<file path="src/rtl/level_pkg.sv">
// Shared definitions for the level sequencer.
// Holds the game FSM state encoding and the default values of every tunable
// parameter, so the top and the bench agree on one set of numbers.
package level_pkg;

  typedef enum logic [1:0] {
    StWait = 2'd0,
    StPlay = 2'd1,
    StWon  = 2'd2,
    StLost = 2'd3
  } state_e;

  localparam int unsigned DefNumLevels   = 15;
  localparam int unsigned DefLevelW      = 4;
  localparam int unsigned DefSpeedW      = 6;
  localparam int unsigned DefBlockW      = 3;
  localparam int unsigned DefSpeedStart  = 60;
  localparam int unsigned DefSpeedStep   = 4;
  localparam int unsigned DefSpeedMin    = 6;
  localparam int unsigned DefBlocksStart = 3;
  localparam int unsigned DefShrinkEvery = 5;

endpackage

</file>
<file path="src/rtl/step_timer.sv">
// Frame-tick divider that produces the block-advance pulse.
// Ports:
//   clk        - system clock, rising edge
//   resetn     - asynchronous reset, active high
//   enable     - count only while high; low clears the count and any pending step
//   frame_tick - one-cycle frame strobe
//   limit      - ticks per step (must be >= 1)
//   step       - registered one-cycle pulse after the tick that reaches limit
module step_timer #(
  parameter int unsigned W = 6
) (
  input  logic         clk,
  input  logic         resetn,
  input  logic         enable,
  input  logic         frame_tick,
  input  logic [W-1:0] limit,
  output logic         step
);

  logic [W-1:0] count_d, count_q;
  logic         step_d, step_q;

  always_comb begin
    count_d = count_q;
    step_d  = 1'b0;
    if (!enable) begin
      // Ticks coincident with leaving PLAY are dropped here as well.
      count_d = '0;
    end else if (frame_tick) begin
      if (count_q == limit - W'(1)) begin
        count_d = '0;
        step_d  = 1'b1;
      end else begin
        count_d = count_q + W'(1);
      end
    end
  end

  always_ff @(posedge clk or posedge resetn) begin
    if (resetn) begin
      count_q <= '0;
      step_q  <= 1'b0;
    end else begin
      count_q <= count_d;
      step_q  <= step_d;
    end
  end

  assign step = step_q;

endmodule

</file>
<file path="src/rtl/level_sequencer.sv">
// Game level sequencer: WAIT/PLAY/WON/LOST flow, per-level speed and block
// width, and the block step pulse while playing.
// Ports:
//   clk, resetn             - clock and asynchronous active-high reset
//   go                      - start/continue request (level-sensitive)
//   next_signal, miss       - level cleared / failed placement pulses
//   frame_tick              - frame strobe feeding the step timer
//   speed_count, num_blocks - current level's ticks per step and block width
//   curr_level              - current level, 1-based
//   active, game_won, game_over - registered state flags
//   step                    - one-cycle block-advance pulse (PLAY only)
module level_sequencer
  import level_pkg::*;
#(
  parameter int unsigned NUM_LEVELS   = DefNumLevels,
  parameter int unsigned LEVEL_W      = DefLevelW,
  parameter int unsigned SPEED_W      = DefSpeedW,
  parameter int unsigned BLOCK_W      = DefBlockW,
  parameter int unsigned SPEED_START  = DefSpeedStart,
  parameter int unsigned SPEED_STEP   = DefSpeedStep,
  parameter int unsigned SPEED_MIN    = DefSpeedMin,
  parameter int unsigned BLOCKS_START = DefBlocksStart,
  parameter int unsigned SHRINK_EVERY = DefShrinkEvery
) (
  input  logic               clk,
  input  logic               resetn,
  input  logic               go,
  input  logic               next_signal,
  input  logic               miss,
  input  logic               frame_tick,
  output logic [SPEED_W-1:0] speed_count,
  output logic [BLOCK_W-1:0] num_blocks,
  output logic [LEVEL_W-1:0] curr_level,
  output logic               active,
  output logic               step,
  output logic               game_won,
  output logic               game_over
);

  if (NUM_LEVELS < 2 || NUM_LEVELS > (1 << LEVEL_W) - 1) begin : g_bad_levels
    $error("NUM_LEVELS out of range");
  end
  if (SPEED_START >= (1 << SPEED_W)) begin : g_bad_start
    $error("SPEED_START does not fit in SPEED_W");
  end
  if (SPEED_MIN < 1 || SPEED_MIN > SPEED_START) begin : g_bad_min
    $error("SPEED_MIN out of range");
  end
  if (BLOCKS_START < 1 || BLOCKS_START > (1 << BLOCK_W) - 1) begin : g_bad_blocks
    $error("BLOCKS_START out of range");
  end
  if (SHRINK_EVERY < 1) begin : g_bad_shrink
    $error("SHRINK_EVERY must be at least 1");
  end

  localparam int unsigned ShrW = (SHRINK_EVERY > 1) ? $clog2(SHRINK_EVERY) : 1;

  state_e             state_d, state_q;
  logic [LEVEL_W-1:0] level_d, level_q;
  logic [SPEED_W-1:0] speed_d, speed_q;
  logic [BLOCK_W-1:0] blocks_d, blocks_q;
  // Levels advanced since the last block shrink; replaces a divide by SHRINK_EVERY.
  logic [ShrW-1:0]    shrink_d, shrink_q;
  logic               active_q, won_q, over_q;
  logic               timer_en;

  always_comb begin
    state_d  = state_q;
    level_d  = level_q;
    speed_d  = speed_q;
    blocks_d = blocks_q;
    shrink_d = shrink_q;
    unique case (state_q)
      StWait: if (go) state_d = StPlay;
      StPlay: begin
        if (miss) begin
          state_d = StLost;
        end else if (next_signal) begin
          if (level_q < LEVEL_W'(NUM_LEVELS)) begin
            state_d = StWait;
            level_d = level_q + LEVEL_W'(1);
            // Saturate at SPEED_MIN without ever forming a negative value.
            if (32'(speed_q) >= SPEED_MIN + SPEED_STEP) begin
              speed_d = speed_q - SPEED_W'(SPEED_STEP);
            end else begin
              speed_d = SPEED_W'(SPEED_MIN);
            end
            if (shrink_q == ShrW'(SHRINK_EVERY - 1)) begin
              shrink_d = '0;
              if (blocks_q > BLOCK_W'(1)) blocks_d = blocks_q - BLOCK_W'(1);
            end else begin
              shrink_d = shrink_q + ShrW'(1);
            end
          end else begin
            state_d = StWon;
          end
        end
      end
      StWon, StLost: begin
        if (go) begin
          state_d  = StWait;
          level_d  = LEVEL_W'(1);
          speed_d  = SPEED_W'(SPEED_START);
          blocks_d = BLOCK_W'(BLOCKS_START);
          shrink_d = '0;
        end
      end
      default: state_d = StWait;
    endcase
  end

  // Count only while PLAY persists across the edge, so entry and exit both clear.
  assign timer_en = (state_q == StPlay) && (state_d == StPlay);

  always_ff @(posedge clk or posedge resetn) begin
    if (resetn) begin
      state_q  <= StWait;
      level_q  <= LEVEL_W'(1);
      speed_q  <= SPEED_W'(SPEED_START);
      blocks_q <= BLOCK_W'(BLOCKS_START);
      shrink_q <= '0;
      active_q <= 1'b0;
      won_q    <= 1'b0;
      over_q   <= 1'b0;
    end else begin
      state_q  <= state_d;
      level_q  <= level_d;
      speed_q  <= speed_d;
      blocks_q <= blocks_d;
      shrink_q <= shrink_d;
      active_q <= (state_d == StPlay);
      won_q    <= (state_d == StWon);
      over_q   <= (state_d == StLost);
    end
  end

  step_timer #(
    .W(SPEED_W)
  ) u_step_timer (
    .clk       (clk),
    .resetn    (resetn),
    .enable    (timer_en),
    .frame_tick(frame_tick),
    .limit     (speed_q),
    .step      (step)
  );

  assign speed_count = speed_q;
  assign num_blocks  = blocks_q;
  assign curr_level  = level_q;
  assign active      = active_q;
  assign game_won    = won_q;
  assign game_over   = over_q;

endmodule

</file>
<file path="config.mk">
export PLATFORM = sky130hd
export DESIGN_NAME = level_sequencer
export DESIGN_NICKNAME = d
export VERILOG_FILES = /design/src/rtl/level_pkg.sv /design/src/rtl/step_timer.sv /design/src/rtl/level_sequencer.sv
export SDC_FILE = /design/constraint.sdc
export NUM_CORES = 1
export LEC_CHECK = 0
export BUFFER_PORTS_ARGS = -buffer_cell sky130_fd_sc_hd__buf_2
export CELL_PAD_IN_SITES_DETAIL_PLACEMENT = 0
export CELL_PAD_IN_SITES_GLOBAL_PLACEMENT = 1
export CORE_MARGIN = 2
export CORE_UTILIZATION = 30
export CTS_BUF_LIST = sky130_fd_sc_hd__clkbuf_8
export CTS_CLUSTER_SIZE = 25
export DETAILED_ROUTE_END_ITERATION = 12
export PLACE_DENSITY = 0.6
export SETUP_SLACK_MARGIN = 0.1
export SYNTH_ARGS = -nofsm -noshare
export SYNTH_HDL_FRONTEND = slang
export SYNTH_HIERARCHICAL = 1
export SYNTH_SLANG_ARGS = --single-unit
</file>
<file path="constraint.sdc">
create_clock -name clk -period 3.76 [get_ports clk]
set_input_delay 0.188 -clock clk [delete_from_list [all_inputs] [get_ports clk]]
set_output_delay 0.188 -clock clk [all_outputs]
set_load 0.02 [all_outputs]
</file>
==> flow_summary_export.csv, run 1 <==
group,metric,value,unit
power,powerDensity,673,nW/um^2
min_path,min_path_cells,3,
outcome,status,"finished, final reports clean",
global_route,antenna_found_initial,0,
floorplanning,ioPinCount,23,
worst_setup_path,cp-start-kind,"flop",
global_route,grt-ovfl-total,0,
final_layout,finalNetCount,219,
timing,hold_viol_final,0,
logic_synthesis,yosysTopAreaCell,"dfrtp_1",
final_layout,layout_commonest_cell,"buf_2",
logic_synthesis,yosys-top-cells-area,"dfrtp_1 (29%), dfstp_2 (11%), ha_1 (7.3%)",
final_layout,drive_gt1_share,21.3,%
final_layout,fill_cells,572,
final_layout,mostFrequentLayoutCells,"buf_2 (21), dfrtp_1 (20), nand2_1 (17), inv_1 (17)",
logic_synthesis,yosysWarnings,6,
logic_synthesis,synthFlopType,"dfrtp_1",
logic_synthesis,netlist_instances,178,
worst_setup_path,cp_num_buf_inv,1,
logic_synthesis,netlist.area_leader.share,29.2,%
worst_setup_path,crit_type,"flop to flop",
routing,ant_nets,0,
cts,cts.sink_count,27,
routing,drt-pass1-iter-count,4,
timing,min_period,2.50,ns
timing,slew_headroom,44.9,%
worst_setup_path,critical_path.max_stage_delay,0.61,ns
timing,fin_worst_skew,0.00346,ns
floorplanning,std_cell_rows,27,
place,port_buffers,21,
logic_synthesis,synth_cell_type_count,52,
worst_setup_path,path_max_fanout,8,
logic_synthesis,ys_seq_area_share,40.0,%
timing,setup_viol,0,
worst_setup_path,crit_chain,"ha_1 > and3_1 > a21oi_1 > o22a_1 > inv_1 > nor3_1 > nand3_1 > nand3b_1 > o221ai_1",
cts,cts_max_path_buffers,2,
worst_setup_path,timing.rr.end,"u_step_timer/count_q[1]",
cts,insertion_delay,0.27,ns
floorplanning,dieArea,6330,um^2
routing,route.detailed.drc,0,
worst_setup_path,path_delay_family,"simple AND/OR/NAND/NOR gates",
cts,cts-htree-levels,1,
worst_setup_path,cp.required,3.95,ns
global_route,gr-usage-all-layers,13.1,%
power,seqPwrFrac,41.2,%
cts,tritoncts,"yes",
cts,cts_resized,0,
logic_synthesis,async_flop_share,100,%
logic_synthesis,synth.avg_cell_area,9.62,um^2
timing,holdWs,0.211,ns
timing,drv_slew,0,
logic_synthesis,synth_area,1710,um^2
final_layout,area_growth,13.5,%
logic_synthesis,yosys_register_bits,27,
power,swShare,45.5,%
min_path,hold_class,"primary input to flop",
routing,wl_per_cell,13.6,um
worst_setup_path,crit_arrival,2.69,ns
final_layout,antenna_cells,0,
worst_setup_path,rrSetupSlack,1.26,ns
timing,tns,0,ns
power,combPwrFrac,45.9,%
power,clock_power_share,12.9,%
floorplanning,fp.dieH,79.5,um
global_route,grt_max_degree,21,
cts,clkSlewWorstSetupHoldPaths,0.10,ns
power,power_switching,594,uW
global_route,grt_pass1_wl,6.62,mm
global_route,grt_pass1_vias,1370,
floorplanning,coreArea,5510,um^2
timing,fmaxAchievable,401,MHz
flow_run,max-cap-violations,0,
min_path,hold_start,"go",
worst_setup_path,reg2regPathDepth,9,
logic_synthesis,synth_edf_count,0,
floorplanning,die_w,79.5,um
timing,worst_pin_slew,0.825,ns
place,routabilityCongestion,0.707,
routing,vias_per_cell,4.97,
routing,drtIter0Drc,52,
worst_setup_path,critPathCaptureType,"flop",
power,cell_internal_pwr,713,uW
min_path,hold_end,"state_q[0]",
timing,period_share,66.4,%
routing,wl,3.73,mm
power,vdd_ir_drop_max,0.000275,V
cts,cts_root_buf,"clkbuf_8",
cts,cts_buffers,3,
timing,rsz0062_at_grt,"no",
power,p_leak,0.000891,uW
worst_setup_path,critical-path-slowest-cell,"nor3_1",
cts,post_cts_buffers,0,
place,hpwlAfterDp,2.72,mm
routing,vias,1362,
worst_setup_path,r2r-start,"curr_level[1]",
floorplanning,start_util,31.1,%
## power groups by stage
| stage | clock (uW) | sequential, uW | combinational (uW) |
|---|---|---|---|
| 2_1_floorplan | 0 | 582 | 406 |
| 3_3_place_gp | 0 | 547 | 611 |
| 3_5_place_dp | 0 | 544 | 606 |
| 4_1_cts | 176 | 539 | 609 |
| 5_1_grt | 190 | 559 | 682 |
| 6_report | 169 | 539 | 600 |
## flip-flops by register name (all words and copies together), names as in the netlist
name	flops
u_step_timer/count_q	6
speed_count	5
curr_level	4
num_blocks	3
shrink_q	3
state_q	2
active	1
game_over	1
game_won	1
u_step_timer/step	1
## repair_timing
action,4_1_cts,5_1_grt
endpoints found under the setup margin,0,0
hold buffers,1,0
hold endpoints to repair,7,0
## layer usage
metal / wire length [um] / GRT usage [%] / up-vias / part of all wire (%)
li1: - / - / 685 / -
met1: 1990 / 19.4 / 656 / 53
met2: 1600 / 20.2 / 19 / 43
met3: 118 / 1.81 / 2 / 3.2
met4: 19 / 3.10 / 0 / 0.51
met5: 0 / 0 / - / 0
## stage by stage
| stage | area [um^2] | total power [uW] | instances | setup slack (ns) | util [%] |
|---|---|---|---|---|---|
| after floorplan | 1730 | 988 | 182 | 1.51 | - |
| after global placement | 1890 | 1160 | 269 | 1.30 | 34.3 |
| after detailed placement | 1890 | 1150 | 269 | 1.29 | 34.3 |
| after CTS | 1940 | 1320 | 274 | 1.26 | 35.3 |
| after global routing | 1940 | 1430 | 274 | 0.944 | 35.3 |
| final | 1940 | 1310 | 274 | 1.26 | 35.3 |
## final cells by class
| class | count | area, um^2 | share of cell area (%) |
|---|---|---|---|
| Timing Repair Buffer | 22 | 115 | 5.93 |
| Clock buffer | 3 | 41.3 | 2.13 |
| Clock inverter | 1 | 3.75 | 0.193 |
| Tap cell | 72 | 90.1 | 4.64 |
| Sequential cell | 27 | 684 | 35.2 |
| Inverter | 16 | 60.1 | 3.09 |
| Multi-Input combinational cell | 133 | 947 | 48.8 |
## worst max-delay path by stage
| stage | startpoint | endpoint | slack (ns) | cells after the start |
|---|---|---|---|---|
| 5_1_grt | state_q[1] | u_step_timer/count_q[1] | 0.94 | 8 |
| 6_report | curr_level[1] | u_step_timer/count_q[1] | 1.26 | 9 |
| 3_3_place_gp | curr_level[1] | u_step_timer/count_q[1] | 1.30 | 9 |
| 4_1_cts | curr_level[1] | u_step_timer/count_q[1] | 1.26 | 9 |
| 3_5_place_dp | state_q[1] | u_step_timer/count_q[1] | 1.29 | 8 |
| 2_1_floorplan | curr_level[1] | u_step_timer/count_q[1] | 1.51 | 10 |
## logic make-up after synthesis
group                    after synthesis  share of synthesized area, %
adder cells (fa/ha/maj)               10                          7.31
buffers and inverters                 22                          5.56
AO/OA/AOI/OAI                         52                          23.7
XOR/XNOR                               7                          3.58
multiplexers                           3                          1.75
AND/OR/NAND/NOR                       56                          17.9
flip-flops                            27                          40.0
other                                  1                         0.219
## cells in the mapped netlist, types with 2 or more instances
cell,number
o21ai_1,7
dfrtp_1,20
a21oi_1,6
o31a_1,2
o21bai_1,2
nor4_1,2
xor2_1,4
o21ai_0,10
nand3_1,8
dfstp_2,7
xnor2_1,3
ha_1,10
a311oi_1,3
a211o_1,2
inv_1,16
a31oi_1,2
a22o_1,2
nor3_1,6
nor2_1,10
and3_1,3
mux2i_1,3
and3b_1,2
nand2_1,17
clkbuf_1,3
## worst min-delay path, stage by stage
cell and delay (ns):
buf_2 0.11, o21ai_2 0.08, inv_1 0.07
No activity file was read; power rests on OpenSTA's default activity.
==> inputs of run 2 (changes only) <==
--- a/config.mk
+++ b/config.mk
@@ -5,6 +5,7 @@
 export SDC_FILE = /design/constraint.sdc
 export NUM_CORES = 1
 export LEC_CHECK = 0
+export ABC_AREA = 1
 export BUFFER_PORTS_ARGS = -buffer_cell sky130_fd_sc_hd__buf_2
 export CELL_PAD_IN_SITES_DETAIL_PLACEMENT = 0
 export CELL_PAD_IN_SITES_GLOBAL_PLACEMENT = 1
@@ -13,7 +14,7 @@
 export CTS_BUF_LIST = sky130_fd_sc_hd__clkbuf_8
 export CTS_CLUSTER_SIZE = 25
 export DETAILED_ROUTE_END_ITERATION = 12
-export PLACE_DENSITY = 0.6
+export PLACE_DENSITY = 0.65
 export SETUP_SLACK_MARGIN = 0.1
 export SYNTH_ARGS = -nofsm -noshare
 export SYNTH_HDL_FRONTEND = slang
==> constraint.sdc (replaced) <==
create_clock -name clk -period 2.1 [get_ports clk]
set_input_delay 0.105 -clock clk [delete_from_list [all_inputs] [get_ports clk]]
set_output_delay 0.105 -clock clk [all_outputs]
set_load 0.02 [all_outputs]
==> flow_summary_export.csv, run 2 <==
group,metric,value,unit
outcome,status,"finished, final reports clean",
worst_setup_path,cp_common_cell,"nand2_1",
final_layout,fill_cells,640,
cts,tritoncts,"yes",
logic_synthesis,synth.avg_cell_area,7.37,um^2
cts,cts_buffers,3,
cts,cts_max_path_buffers,2,
floorplanning,coreArea,5890,um^2
cts,cts.sink_count,27,
routing,vias,1532,
routing,drt-pass1-iter-count,4,
final_layout,largest_register,"u_step_timer/count_q",
worst_setup_path,critical_path.max_stage_delay,0.57,ns
routing,route.detailed.drc,0,
timing,setup_viol,0,
timing,fmaxAchievable,540,MHz
final_layout,antenna_cells,0,
logic_synthesis,synth_area,1810,um^2
timing,tns,0,ns
worst_setup_path,cp.required,2.27,ns
min_path,hold_class,"primary input to flop",
worst_setup_path,crit_type,"flop to flop",
power,vdd_ir_drop_max,0.000701,V
timing,fin_worst_skew,0.00357,ns
global_route,grt_max_degree,21,
min_path,min_path_cells,4,
final_layout,area_growth,16.2,%
cts,cts-htree-levels,1,
power,combPwrFrac,55.6,%
power,p_leak,0.00113,uW
worst_setup_path,rrSetupSlack,0.25,ns
routing,vias_per_cell,4.36,
timing,drv_slew,0,
logic_synthesis,netlist.area_leader.share,27.7,%
worst_setup_path,worstSetupStartpoint,"curr_level[0]",
floorplanning,fp.dieH,81.6,um
floorplanning,dieArea,6660,um^2
logic_synthesis,synth_common_cells,"nand2_1 (77), inv_1 (33), dfrtp_1 (20)",
timing,hold_viol_final,0,
power,power_switching,1390,uW
place,hpwlAfterDp,2.91,mm
min_path,hold_end,"speed_count[1]",
power,cell_internal_pwr,1480,uW
timing,period_share,88.2,%
power,swShare,48.3,%
final_layout,fin_cells,351,
place,routabilityCongestion,0.739,
floorplanning,std_cell_rows,28,
timing,rsz0062_at_grt,"no",
logic_synthesis,netlist_instances,245,
power,powerDensity,1370,nW/um^2
timing,slew_headroom,48.4,%
worst_setup_path,r2r-start,"curr_level[0]",
floorplanning,die_w,81.6,um
final_layout,drive_gt1_share,23.2,%
final_layout,mostFrequentLayoutCells,"nand2_1 (77), inv_1 (34), buf_2 (21)",
power,clock_power_share,10.1,%
timing,worst_pin_slew,0.773,ns
logic_synthesis,synthFlopType,"dfrtp_1",
final_layout,final_core_util,35.7,%
worst_setup_path,path_delay_family,"simple AND/OR/NAND/NOR gates",
routing,wl_met1,1.97,mm
routing,met3WireLength,119,um
floorplanning,ioPinCount,23,
logic_synthesis,ys_seq_area_share,37.9,%
min_path,hold_start,"go",
flow_run,max-cap-violations,0,
routing,wl_met2,1.63,mm
routing,ant_nets,0,
logic_synthesis,yosys-top-cells-area,"dfrtp_1 (28%), nand2_1 (16%), dfstp_2 (10%)",
place,placed_cells,344,
logic_synthesis,yosysTopAreaCell,"dfrtp_1",
worst_setup_path,crit_arrival,2.02,ns
worst_setup_path,crit_chain,"ha_1 > nand2_1 > nor2_2 > nand2_4 > o21ai_2 > nor3_2 > nand2_1 > inv_2 > o21ai_0 > a21oi_1 > nand2_1 > nand2_1",
routing,wl,3.76,mm
logic_synthesis,synth_cell_type_count,29,
logic_synthesis,synth_most_common_cell,"nand2_1",
logic_synthesis,yosysWarnings,6,
global_route,grt_pass1_vias,1427,
place,dp_slack,0.207,ns
final_layout,layout_commonest_cell,"nand2_1",
cts,cts_root_buf,"clkbuf_8",
final_layout,finalNetCount,293,
global_route,grt-ovfl-total,0,
worst_setup_path,reg2regPathDepth,12,
cts,insertion_delay,0.27,ns
worst_setup_path,critical-path-slowest-cell,"dfstp_2",
floorplanning,start_util,30.7,%
global_route,gr-usage-all-layers,12.7,%
timing,min_period,1.85,ns
global_route,antenna_found_initial,0,
timing,setup_ws,0.247,ns
routing,highest_layer,"met4",
logic_synthesis,synth_edf_count,0,
timing,holdWs,0.173,ns
worst_setup_path,cp-start-kind,"flop",
logic_synthesis,async_flop_share,100,%
worst_setup_path,cp_num_buf_inv,1,
routing,wl_per_cell,10.7,um
worst_setup_path,path_max_fanout,6,
worst_setup_path,timing.rr.end,"u_step_timer/count_q[2]",
power,seqPwrFrac,34.3,%
routing,drtIter0Drc,68,
place,port_buffers,21,
cts,clkSlewWorstSetupHoldPaths,0.09,ns
global_route,grt_pass1_wl,6.67,mm
worst_setup_path,critPathCaptureType,"flop",
final_layout,largest_register_ffs,6,
logic_synthesis,yosys_register_bits,27,
==> run 2: changes by cell type after synthesis, moves of 4 or more <==
cell | previous run | this run
o21ai_1 | 7 | 0
nand2_1 | 17 | 77
inv_2 | 0 | 7
inv_1 | 16 | 33
nor2_1 | 10 | 15
nand3_1 | 8 | 19
nand4_1 | 0 | 4
==> run 2: power by group through the flow <==
stage | combinational [uW] | clock, uW | sequential [uW]
final | 1590 | 290 | 984
after CTS | 1590 | 312 | 988
after global placement | 1590 | 0 | 1000
after global routing | 1820 | 343 | 1030
after floorplan | 1040 | 0 | 1120
after detailed placement | 1590 | 0 | 995
==> run 2: logic make-up after synthesis <==
kind of cell	Yosys count	share of synthesized area [%]
AOI/OAI and AO/OA	20	5.89
xor gates and xnor gates	7	3.39
adders and majority gates	10	6.93
buffers and inverters	43	9.63
DFF	27	37.9
other	1	0.208
and+or+nand+nor	137	36.1
==> run 2: what timing repair did <==
item,4_1_cts,5_1_grt
hold endpoints to repair,7,0
hold buffers,1,0
buffers inserted,0,2
gates resized for setup,0,4
setup endpoints to repair,0,4
==> run 2: per-stage QoR <==
stage                     total power (uW)  instance area [um^2]
after floorplan                       2170                  1810
after global placement                2590                  2020
after detailed placement              2580                  2020
after CTS                             2890                  2070
after global routing                  3190                  2100
final                                 2870                  2100
==> run 2: how the worst max path moves through the flow <==
stage | end | slack, ns | cells past startpoint
after floorplan | u_step_timer/count_q[2] | 0.19 | 12
after detailed placement | u_step_timer/count_q[2] | 0.21 | 12
final | u_step_timer/count_q[2] | 0.25 | 12
after global routing | u_step_timer/count_q[2] | 0.09 | 12
after CTS | u_step_timer/count_q[2] | 0.18 | 12
after global placement | u_step_timer/count_q[2] | 0.25 | 12
==> run 2: worst min-delay path, cell delays in order <==
cell and delay (ns):
buf_2 0.12, nand2_1 0.05, inv_1 0.08, a21oi_1 0.05
==> run 2: layer usage <==
metal	up-vias	global-route usage, %
met2	22	18.9
met5	-	0
li1	822	-
met4	0	4.67
met3	2	1.32
met1	686	19.1
==> run 2: area by class of cell <==
| cell class | count | area [um^2] | area share [%] |
|---|---|---|---|
| clock buffers | 3 | 41.3 | 1.97 |
| repair buffers | 28 | 160 | 7.63 |
| multi-input cells | 177 | 963 | 45.9 |
| clock inverters | 1 | 3.75 | 0.179 |
| inverters | 40 | 153 | 7.27 |
| well taps | 75 | 93.8 | 4.47 |
| flip-flops and latches | 27 | 684 | 32.6 |
